===== config.mk =====
export PLATFORM = sky130hd
export DESIGN_NAME = uart_rx
export DESIGN_NICKNAME = d
export VERILOG_FILES = /design/src/rtl/uart_rx.sv
export SDC_FILE = /design/constraint.sdc
export NUM_CORES = 1
export LEC_CHECK = 0
export ABC_AREA = 1
export BUFFER_PORTS_ARGS = -buffer_cell sky130_fd_sc_hd__buf_4
export CORE_UTILIZATION = 53
export CTS_BUF_LIST = sky130_fd_sc_hd__clkbuf_4
export DETAILED_ROUTE_END_ITERATION = 10
export GPL_TIMING_DRIVEN = 0
export PLACE_DENSITY = 0.77
export REMOVE_ABC_BUFFERS = 1
export SYNTH_ARGS = -nofsm -noshare
export SYNTH_HDL_FRONTEND = slang
export SYNTH_SLANG_ARGS = --single-unit

===== constraint.sdc =====
create_clock -name clk -period 1.2 [get_ports clk]
set_input_delay 0.24 -clock clk [delete_from_list [all_inputs] [get_ports clk]]
set_output_delay 0.24 -clock clk [all_outputs]
set_load 0.01 [all_outputs]

===== src/rtl/uart_rx.sv =====
// UART receiver: 2-flop synchronised line, mid-bit sampling FSM, one-deep holding register.
// Optional even-parity bit compiled in with `define UART_RX_PARITY_EN.
module uart_rx #(
  parameter int CLKS_PER_BIT = 16,
  parameter int DATA_BITS    = 8
) (
  input  logic                 clk,
  input  logic                 rst,
  input  logic                 rx,
  output logic [DATA_BITS-1:0] rx_data,
  output logic                 rx_valid,
  input  logic                 rx_ready,
  output logic                 frame_err,
  output logic                 parity_err,
  output logic                 overrun
);

  localparam int CW = (CLKS_PER_BIT > 2) ? $clog2(CLKS_PER_BIT) : 1;
  localparam int BW = (DATA_BITS > 1) ? $clog2(DATA_BITS) : 1;
  localparam logic [CW-1:0] CNT_FULL = CW'(CLKS_PER_BIT - 1);
  // Two cycles of synchroniser/IDLE latency are absorbed into the start-bit half period.
  localparam logic [CW-1:0] CNT_HALF = CW'(CLKS_PER_BIT / 2 - 2);
  localparam logic [BW-1:0] BIT_LAST = BW'(DATA_BITS - 1);

  typedef enum logic [2:0] {
    IDLE,
    START,
    DATA,
`ifdef UART_RX_PARITY_EN
    PARITY,
`endif
    STOP,
    BREAK
  } state_t;

  state_t               state;
  logic                 rx_m;
  logic                 rx_s;
  logic [CW-1:0]        cnt;
  logic [BW-1:0]        bit_cnt;
  logic [DATA_BITS-1:0] shift;
  logic                 par_bad;
  logic                 frame_good;

  always_ff @(posedge clk) begin
    if (rst) begin
      rx_m <= 1'b1;
      rx_s <= 1'b1;
    end else begin
      rx_m <= rx;
      rx_s <= rx_m;
    end
  end

  always_ff @(posedge clk) begin
    if (rst) begin
      state      <= IDLE;
      cnt        <= '0;
      bit_cnt    <= '0;
      shift      <= '0;
      par_bad    <= 1'b0;
      frame_good <= 1'b0;
      frame_err  <= 1'b0;
`ifdef UART_RX_PARITY_EN
      parity_err <= 1'b0;
`endif
    end else begin
      frame_good <= 1'b0;
      frame_err  <= 1'b0;
`ifdef UART_RX_PARITY_EN
      parity_err <= 1'b0;
`endif
      case (state)
        IDLE: begin
          cnt     <= '0;
          bit_cnt <= '0;
          par_bad <= 1'b0;
          if (!rx_s) state <= START;
        end
        START: begin
          if (cnt == CNT_HALF) begin
            cnt   <= '0;
            state <= rx_s ? IDLE : DATA;
          end else begin
            cnt <= cnt + 1'b1;
          end
        end
        DATA: begin
          if (cnt == CNT_FULL) begin
            cnt   <= '0;
            shift <= {rx_s, shift[DATA_BITS-1:1]};
            if (bit_cnt == BIT_LAST) begin
              bit_cnt <= '0;
`ifdef UART_RX_PARITY_EN
              state   <= PARITY;
`else
              state   <= STOP;
`endif
            end else begin
              bit_cnt <= bit_cnt + 1'b1;
            end
          end else begin
            cnt <= cnt + 1'b1;
          end
        end
`ifdef UART_RX_PARITY_EN
        PARITY: begin
          if (cnt == CNT_FULL) begin
            cnt   <= '0;
            state <= STOP;
            if (rx_s != (^shift)) begin
              parity_err <= 1'b1;
              par_bad    <= 1'b1;
            end
          end else begin
            cnt <= cnt + 1'b1;
          end
        end
`endif
        STOP: begin
          if (cnt == CNT_FULL) begin
            cnt <= '0;
            if (rx_s) begin
              frame_good <= !par_bad;
              state      <= IDLE;
            end else begin
              frame_err <= 1'b1;
              state     <= BREAK;
            end
          end else begin
            cnt <= cnt + 1'b1;
          end
        end
        BREAK: begin
          if (rx_s) state <= IDLE;
        end
        default: state <= IDLE;
      endcase
    end
  end

`ifndef UART_RX_PARITY_EN
  assign parity_err = 1'b0;
`endif

  // Holding register: a good frame loads only if empty or being drained this cycle.
  always_ff @(posedge clk) begin
    if (rst) begin
      rx_data  <= '0;
      rx_valid <= 1'b0;
      overrun  <= 1'b0;
    end else begin
      overrun <= 1'b0;
      if (frame_good) begin
        if (!rx_valid || rx_ready) begin
          rx_data  <= shift;
          rx_valid <= 1'b1;
        end else begin
          overrun <= 1'b1;
        end
      end else if (rx_valid && rx_ready) begin
        rx_valid <= 1'b0;
      end
    end
  end

endmodule


==> metrics, run 1 <==
status complete, but fails checks; failing checks negative setup slack; Hold Path Sink rx_m$_SDFF_PP1_; final setup skew 9.95 ps; worst r2r src cnt[0]$_SDFFE_PP0P_; register area share after synthesis 0.481; Min-Delay Path Class primary input to flop; routability cong. 0.782; Via density 5.18; pwr/cell area 1850 nW/µm²; Row Count 17; RSZ-0062 raised after global routing true; number of buffers created by CTS 5; area delta synth->final 28.9%; Die ar. 2720 µm²; GR Util All Layers 0.258; Clock Path Buffers 2; Overflow after GRT 0; worst reg2reg path depth 6; final hold violation count 0; number of buffers added on ports 14; r2r setup slk -60 ps; Initial Utilization 0.580; setup TNS -349 ps; half-perimeter wire length after placement 1710 µm; post-route ant nets 0; leakage 0.779 nW; WP data required 1470 ps; Die Ht 52.1 µm; diode count 0; Syn Area/Cell 7.66 µm²; core area 2300 µm²; Die Span X 52.1 µm; flops & latches, synth 32; CTS tree yes; Sink Count 32; Distinct cells, synth 26; Slew Viols, Final 0; Placed Cells 211; async set-or-reset flop fraction in the synthesized netlist 0; Layout Cells excl Fill 228; CTS Hold Buffers Added 0; min Tclk post-route 1260 ps; initial antenna violation count 0; Most used DFF post-synth dfxtp_1; utilization after layout 0.748; H-Tree Depth 2; Critical Path Source Type flop; CP Data Arrival Time 1520 ps; clock slew at reported path FFs 100 ps; Max Fclk 796 MHz; final wirelength 2920 µm; dpl ws -271 ps; reg2reg end bit_cnt[0]$_SDFFE_PP0P_; Mapped Area 1330 µm²; EDFF count, synth 0; Clock Tree Root clkbuf_4; largest net degree at the start of global routing 23; Initial DRC Count 21; Pre-antenna DRT Iters 4; Syn Inst Count 174; Peak VDD IR 1290 µV; Crit Path Class flop to flop; fin nets 207; clk_lat worst skew 350 ps; via count 1180; hold path startpoint rx; Ys Warns 0; first-pass GRT wire length 4830 µm; Final Cycle Share 1.05; max_cap viols 0; Hold Path Depth 2; vias in the first global route 1100; fraction of layout cells with a size suffix above 1 0.330; Final Setup Violations 12; DRC Markers 0; CP Max Fanout 4; Critical Path Sink Type flop; Worst Slack Setup Final -55.8 ps; Wirelength per Cell 12.8 µm; I/O Pins 16
==> cell usage in the layout, fill, tap and decap left out <==
master and n:
nand3_1 3, ha_4 3, nand2_4 3, o21ai_0 6, o21ai_1 13, buf_6 1, dfxtp_1 25, xor2_1 1
nor2_4 6, inv_1 8, bufinv_16 1, nand3_4 3, clkinv_1 1, nand3_2 1, a21boi_0 1, o21ai_2 1
a21oi_1 9, conb_1 1, clkinv_2 1, nand2_2 2, ha_2 1, dfxtp_4 3, o21bai_1 1, nor3_1 2
or2_1 2, dfxtp_2 4, nor2_1 42, clkbuf_4 6, inv_2 9, buf_4 21, nand2_1 19
==> critical path, cell delays in order, from the launching register on <==
cell	delay [ps]
dfxtp_4	380
ha_4	170
nand3_4	120
clkinv_1	110
o21ai_2	190
o21ai_1	80
a21oi_1	140
==> kinds of logic (layout without fill, tap and decap cells) <==
kind of cell,Yosys count,after routing,synth area share
AO/OA/AOI/OAI,31,31,0.120
XOR/XNOR,1,1,0.00657
adder cells (fa/ha/maj),4,4,0.0376
other,1,1,0.00281
flip-flops,32,32,0.481
AND/OR/NAND/NOR,82,83,0.277
buffers and inverters,23,48,0.0751
==> through the flow <==
stage	cell area (µm²)	hold slack, ps	power, W
4_1_cts	1660	66.1	0.00306
2_1_floorplan	1300	309	0.00190
3_3_place_gp	1440	393	0.00201
5_1_grt	1720	43.3	0.00336
6_report	1720	69.9	0.00318
3_5_place_dp	1440	391	0.00204
==> repair_timing <==
action | in CTS | in global routing
gates resized for setup | 24 | 10
buffers inserted | 6 | 2
cloned | 1 | 0
pin swaps | 9 | 7
setup endpoints to repair | 26 | 26
==> final cells by class <==
type / count / area (µm²)
clock inverter: 2 / 35.0
timing repair buffer: 22 / 169
multi-input combinational: 120 / 709
sequential: 32 / 657
tap: 28 / 35.0
inverter: 18 / 67.6
fill: 158 / 579
clock buffer: 6 / 45.0
==> Yosys cell counts (2+ instances only) <==
| cell type | n | share of area |
|---|---|---|
| nor2_1 | 43 | 0.12 |
| dfxtp_1 | 32 | 0.48 |
| nand2_1 | 20 | 0.056 |
| o21ai_1 | 14 | 0.053 |
| inv_1 | 10 | 0.028 |
| a21oi_1 | 9 | 0.034 |
| inv_2 | 7 | 0.020 |
| nand3_1 | 6 | 0.023 |
| o21ai_0 | 6 | 0.023 |
| ha_1 | 4 | 0.038 |
| buf_2 | 2 | 0.0075 |
| nand2_2 | 2 | 0.0094 |
| nand2_4 | 2 | 0.017 |
| nor2_2 | 2 | 0.0094 |
| nor2_4 | 2 | 0.017 |
| nor3_1 | 2 | 0.0075 |
| or2_1 | 2 | 0.0094 |
==> flip-flops by register name (all words and copies together) (netlist names) <==
register	cells
frame_good	1
overrun	1
rx_m	1
bit_cnt	3
frame_err	1
shift	8
rx_s	1
rx_data	8
cnt	4
rx_valid	1
state	3
==> power by group <==
group	total [W]	switching (W)	internal [W]
logic	0.000994	0.000610	0.000383
registers	0.00135	0.000169	0.00118
clock network	0.000842	0.000383	0.000459
total	0.00318	0.00116	0.00202
==> layer usage <==
layer | wire length (µm) | GRT usage
met1 | 1300 | 0.288
met5 | 0 | 0
met2 | 1430 | 0.406
met4 | 91 | 0.184
met3 | 106 | 0.0877
==> worst max path at each step <==
stage	from	end	slack (ps)
floorplan	cnt[0]$_SDFFE_PP0P_	state[1]$_SDFFE_PP0P_	-60
global placement	cnt[0]$_SDFFE_PP0P_	shift[6]$_SDFFE_PP0P_	-210
detailed placement	cnt[0]$_SDFFE_PP0P_	shift[6]$_SDFFE_PP0P_	-270
CTS	cnt[0]$_SDFFE_PP0P_	state[2]$_SDFFE_PP0P_	-50
global route	cnt[1]$_SDFFE_PP0P_	shift[5]$_SDFFE_PP0P_	-130
finish	cnt[0]$_SDFFE_PP0P_	bit_cnt[0]$_SDFFE_PP0P_	-60
Power figures use the tool's default switching activity.
==> run 2, diff against run 1 <==
--- a/config.mk
+++ b/config.mk
@@ -7,11 +7,13 @@
 export LEC_CHECK = 0
 export ABC_AREA = 1
 export BUFFER_PORTS_ARGS = -buffer_cell sky130_fd_sc_hd__buf_4
-export CORE_UTILIZATION = 53
+export CELL_PAD_IN_SITES_DETAIL_PLACEMENT = 0
+export CELL_PAD_IN_SITES_GLOBAL_PLACEMENT = 2
+export CORE_UTILIZATION = 31
 export CTS_BUF_LIST = sky130_fd_sc_hd__clkbuf_4
 export DETAILED_ROUTE_END_ITERATION = 10
 export GPL_TIMING_DRIVEN = 0
-export PLACE_DENSITY = 0.77
+export PLACE_DENSITY_LB_ADDON = 0.1
 export REMOVE_ABC_BUFFERS = 1
 export SYNTH_ARGS = -nofsm -noshare
 export SYNTH_HDL_FRONTEND = slang
==> metrics, run 2 (synthesis gave the netlist of run 1 again) <==
H-Tree Depth 2 (unchanged); status complete, but fails checks; Pre-antenna DRT Iters 3 (-1); instance count on the critical path 9 (+3); Peak VDD IR 618 µV (-52%); largest net degree at the start of global routing 23 (unchanged); reg2reg end cnt[2]$_SDFFE_PP0P_; hold path startpoint rx; Wirelength per Cell 11.2 µm (-13%); final setup skew 11.3 ps (+1.36 ps); Clock Tree Root clkbuf_4; delay-heaviest family, CP simple AND/OR/NAND/NOR gates; worst reg2reg path depth 9 (+3); final hold violation count 0 (unchanged); Buf/Inv on CP 2 (+1); most frequent cells in the layout nor2_1 (41), dfxtp_1 (27), buf_4 (25); combinational share of power 0.383 (+0.071); Final Setup Violations 17 (+5); Overflow after GRT 0 (unchanged); Finished Cell Area 1790 µm² (+4.0%); WP data required 1440 ps (-30 ps); post-route ant nets 0 (unchanged); placed cell areas 1470 µm² (+1.9%); Initial DRC Count 44 (+110%); Layout Cells excl Fill 254 (+11%); Die Span X 67.6 µm (+30%); core area 4060 µm² (+77%); setup TNS -478 ps (-129 ps); CP Max Fanout 4 (unchanged); Placed Cells 233 (+10%); first-pass GRT wire length 5060 µm (+4.8%); Int Power 0.00198 W (-2.2%); fraction of layout cells with a size suffix above 1 0.353 (+0.0229); Via density 4.60 (-11%); Row Count 23 (+6); CP most frequent cell nand2_1; Crit Path Class flop to flop; Critical Path Sink Type flop; via count 1168 (-1.0%); CP Data Arrival Time 1480 ps (-40 ps); vias in the first global route 1137 (+3.4%); leakage 0.797 nW (+2.3%); number of buffers added on ports 14 (unchanged); half-perimeter wire length after placement 1870 µm (+9.0%); Worst Slack Setup Final -46.8 ps (+8.97 ps); area delta synth->final 34.1%; Hold Path Sink rx_m$_SDFF_PP1_; Min-Delay Path Class primary input to flop; clock slew at reported path FFs 100 ps (about the same); Clock Path Buffers 2 (unchanged); fin nets 211 (+1.9%); RSZ-0062 raised after global routing true; worst r2r src cnt[1]$_SDFFE_PP0P_; total power 0.00316 W (-0.62%); CTS tree yes; Slew Viols, Final 0 (unchanged); Clock power frac 0.193 (-0.072); Layout fillers 405 (+160%); Crit-path slowest cell dfxtp_4; diode count 0 (unchanged); Sequential Power Share 0.425 (+0.002); GR Util All Layers 0.152 (-0.106); max_cap viols 0 (unchanged); number of buffers created by CTS 5 (unchanged); Critical Path Source Type flop; pwr/cell area 1770 nW/µm² (-4.4%); net switching power 0.00119 W (+2.1%); Sink Count 32 (unchanged); initial antenna violation count 0 (unchanged); CP Cell Sequence ha_4 -> nand3_4 -> nand3_4 -> nand2_8 -> buf_4 -> nand2_1 -> nand2_1 -> nand2_1 -> inv_1; Die Ht 67.6 µm (+30%); sw frac 0.375 (+0.00999); dpl ws -293 ps (-22.2 ps); Final Cycle Share 1.04 (-0.00747); Regs by FF count rx_data x8, shift x8, cnt x4; failing checks negative setup slack; Hold Path Depth 2 (unchanged); routability cong. 0.701 (-10%); most common cell after layout, fill and taps aside nor2_1; min Tclk post-route 1250 ps (-8.97 ps); Initial Utilization 0.328 (-0.252); DRC Markers 0 (unchanged); Max Fclk 802 MHz (+0.72%); I/O Pins 16 (unchanged); r2r setup slk -50 ps (about the same); max incr delay on CP 390 ps (about the same); clk_lat worst skew 330 ps (-20 ps); final wirelength 2840 µm (-2.9%); Die ar. 4560 µm² (+68%)
[run 2: worst max-delay path by stage]
stage,start,end
after global routing,cnt[1]$_SDFFE_PP0P_,state[1]$_SDFFE_PP0P_
after CTS,cnt[0]$_SDFFE_PP0P_,state[1]$_SDFFE_PP0P_
after global placement,cnt[0]$_SDFFE_PP0P_,shift[4]$_SDFFE_PP0P_
final,cnt[1]$_SDFFE_PP0P_,cnt[2]$_SDFFE_PP0P_
after detailed placement,cnt[0]$_SDFFE_PP0P_,shift[4]$_SDFFE_PP0P_
after floorplan,cnt[0]$_SDFFE_PP0P_,state[1]$_SDFFE_PP0P_
[run 2: final cells by class]
| type | count | area, µm² | area share |
|---|---|---|---|
| Tap cell | 50 | 62.6 | 0.0350 |
| Clock buffer | 6 | 45.0 | 0.0252 |
| Sequential cell | 32 | 652 | 0.365 |
| Multi-Input combinational cell | 119 | 727 | 0.407 |
| Inverter | 18 | 70.1 | 0.0392 |
| Timing Repair Buffer | 27 | 219 | 0.123 |
| Clock inverter | 2 | 11.3 | 0.00630 |
[run 2: repair_timing]
item                       in CTS  in global routing
pin swaps                       6                  9
buffers inserted                9                  4
setup endpoints to repair      26                 19
hold buffers                    0                  0
gates resized for setup        28                 10
[run 2: stage by stage]
step | hold WS, ps | utilization
6_report | 86.5 | 0.440
5_1_grt | 75.7 | 0.440
4_1_cts | 64.0 | 0.425
3_5_place_dp | 393 | 0.362
3_3_place_gp | 387 | 0.362
2_1_floorplan | 309 | -
[run 2: routing by layer]
layer,global-route usage,vias to the layer above,wire (µm)
met2,0.271,13,1440
met5,0,-,0
met4,0.0638,0,38
li1,-,608,-
met3,0.0473,4,88
met1,0.163,543,1270
[run 2: worst register-to-register path: stages (launching register included)]
cell and delay, ps:
dfxtp_4 390, ha_4 150, nand3_4 110, nand3_4 120, nand2_8 70, buf_4 150
nand2_1 50, nand2_1 40, nand2_1 50, inv_1 30
[run 2: power by group through the flow]
| stage | clock (W) | sequential, W | combinational (W) |
|---|---|---|---|
| finish | 0.000609 | 0.00134 | 0.00121 |
| global route | 0.000691 | 0.00136 | 0.00135 |
| CTS | 0.000645 | 0.00133 | 0.00103 |
| detailed placement | 0 | 0.00129 | 0.000768 |
| global placement | 0 | 0.00130 | 0.000757 |
| floorplan | 0 | 0.00127 | 0.000639 |
==> run 3, diff against run 2 <==
--- a/config.mk
+++ b/config.mk
@@ -13,7 +13,7 @@
 export CTS_BUF_LIST = sky130_fd_sc_hd__clkbuf_4
 export DETAILED_ROUTE_END_ITERATION = 10
 export GPL_TIMING_DRIVEN = 0
-export PLACE_DENSITY_LB_ADDON = 0.1
+export PLACE_DENSITY = 0.88
 export REMOVE_ABC_BUFFERS = 1
 export SYNTH_ARGS = -nofsm -noshare
 export SYNTH_HDL_FRONTEND = slang
==> metrics, run 3 (synthesis gave the netlist of run 1 again) <==
total power 0.00299 W (-5.4%); final hold violation count 0 (unchanged); Pre-antenna DRT Iters 4 (+1); fin nets 202 (-4.3%); diode count 0 (unchanged); clk_lat worst skew 330 ps (about the same); Die Span X 67.6 µm (unchanged); Reg area 652 µm² (unchanged); post-route ant nets 0 (unchanged); Final Setup Violations 14 (-3); Peak VDD IR 796 µV (+29%); Min-Delay Path Class primary input to flop; Final Cycle Share 1.05 (+0.00808); Regs by FF count rx_data x8, shift x8, cnt x4; Via density 4.65 (+1.1%); Sink Count 32 (unchanged); CP Data Arrival Time 1520 ps (+40 ps); Initial DRC Count 25 (-43%); RSZ-0062 raised after global routing true; Placed Cells 233 (unchanged); r2r setup slk -60 ps (about the same); Critical Path Sink Type flop; routability cong. 0.721 (+2.9%); leakage 0.751 nW (-5.7%); core area 4060 µm² (unchanged); Slew Viols, Final 0 (unchanged); utilization after layout 0.418 (-0.0219); Crit Path Class flop to flop; most common cell after layout, fill and taps aside nor2_1; max_cap viols 0 (unchanged); Initial Utilization 0.328 (unchanged); CP Max Fanout 7 (+3); min Tclk post-route 1260 ps (+9.70 ps); Critical Path Source Type flop; final wirelength 2840 µm (+0.11%); half-perimeter wire length after placement 1870 µm (+0.28%); first-pass GRT wire length 4740 µm (-6.4%); DRC Markers 0 (unchanged); area delta synth->final 27.4%; Max Fclk 796 MHz (-0.77%); setup TNS -558 ps (-80.1 ps); WP data required 1470 ps (+30 ps); CTS tree yes; number of buffers added on ports 14 (unchanged); Die Ht 67.6 µm (unchanged); Worst Slack Setup Final -56.5 ps (-9.70 ps); CTS Hold Buffers Added 0 (unchanged); Clock Path Buffers 2 (unchanged); largest net degree at the start of global routing 23 (unchanged); via count 1139 (-2.5%); I/O Pins 16 (unchanged); fraction of layout cells with a size suffix above 1 0.323 (-0.0299); Row Count 23 (unchanged); number of buffers created by CTS 5 (unchanged); vias in the first global route 1041 (-8.4%); Overflow after GRT 0 (unchanged); H-Tree Depth 2 (unchanged); final setup skew 16.9 ps (+5.62 ps); most frequent cells in the layout nor2_1 (41), dfxtp_1 (27), buf_4 (17); initial antenna violation count 0 (unchanged); Die ar. 4560 µm² (unchanged); status complete, but fails checks; Clock Tree Root clkbuf_4; clock slew at reported path FFs 100 ps (about the same); Layout Cells excl Fill 245 (-3.5%); GR Util All Layers 0.145 (-0.00736); Wirelength per Cell 11.6 µm (+3.8%); failing checks negative setup slack; multi-input logic area 717 µm² (-1.4%); Layout fillers 424 (+4.7%); pwr/cell area 1760 nW/µm² (-0.42%)
## run 3: cell count changes in the layout (fill, tap and decap cells not counted), moves of 2 or more
cell	before	now
buf_4	25	17
inv_2	9	6
nand2_1	18	16
nand2_2	3	5
inv_1	8	10
## run 3: area by class of cell
cell class,count,share of cell area
clock buffers,6,0.0265
clock inverters,2,0.00663
inverters,18,0.0420
multi-input cells,119,0.422
flip-flops and latches,32,0.384
well taps,50,0.0368
repair buffers,18,0.0818
## run 3: per-layer routing
layer	wire length, µm	global-route usage	up-vias	share of wire
li1	-	-	586	-
met1	1230	0.161	522	0.43
met2	1420	0.250	26	0.50
met3	142	0.0456	5	0.050
met4	51	0.0638	0	0.018
met5	0	0	-	0
## run 3: worst paths after layout
kind,start,end,depth (start not counted)
setup / recovery,state[0]$_SDFFE_PP0P_,shift[3]$_SDFFE_PP0P_,6
hold / removal,rx,rx_m$_SDFF_PP1_,2
setup reg to reg,state[0]$_SDFFE_PP0P_,shift[3]$_SDFFE_PP0P_,6
hold reg to reg,rx_m$_SDFF_PP1_,rx_s$_SDFF_PP1_,1
## run 3: timing repair
item / in CTS / in global routing
setup buffers: 4 / 0
resized for setup: 25 / 10
pin swaps: 6 / 5
endpoints found under the setup margin: 26 / 20
## run 3: worst max-delay path: stages, from the launching register on
cell and delay [ps]:
dfxtp_1 380, nor2_4 210, nand2_2 100, nor2_4 210, buf_4 160, o21ai_1 50
nor2_1 90
## run 3: where the power goes
part | internal, W | total, W | switching, W
logic | 0.000430 | 0.00106 | 0.000631
clock network | 0.000245 | 0.000602 | 0.000357
registers | 0.00117 | 0.00133 | 0.000159
## run 3: metrics by stage
stage,area [µm²],hold slack (ps),setup WS [ps]
5_1_grt,1700,72.2,-157
3_5_place_dp,1470,415,-261
4_1_cts,1650,70.9,-40.5
6_report,1700,89.7,-56.5
3_3_place_gp,1470,385,-262
2_1_floorplan,1300,309,-62.0
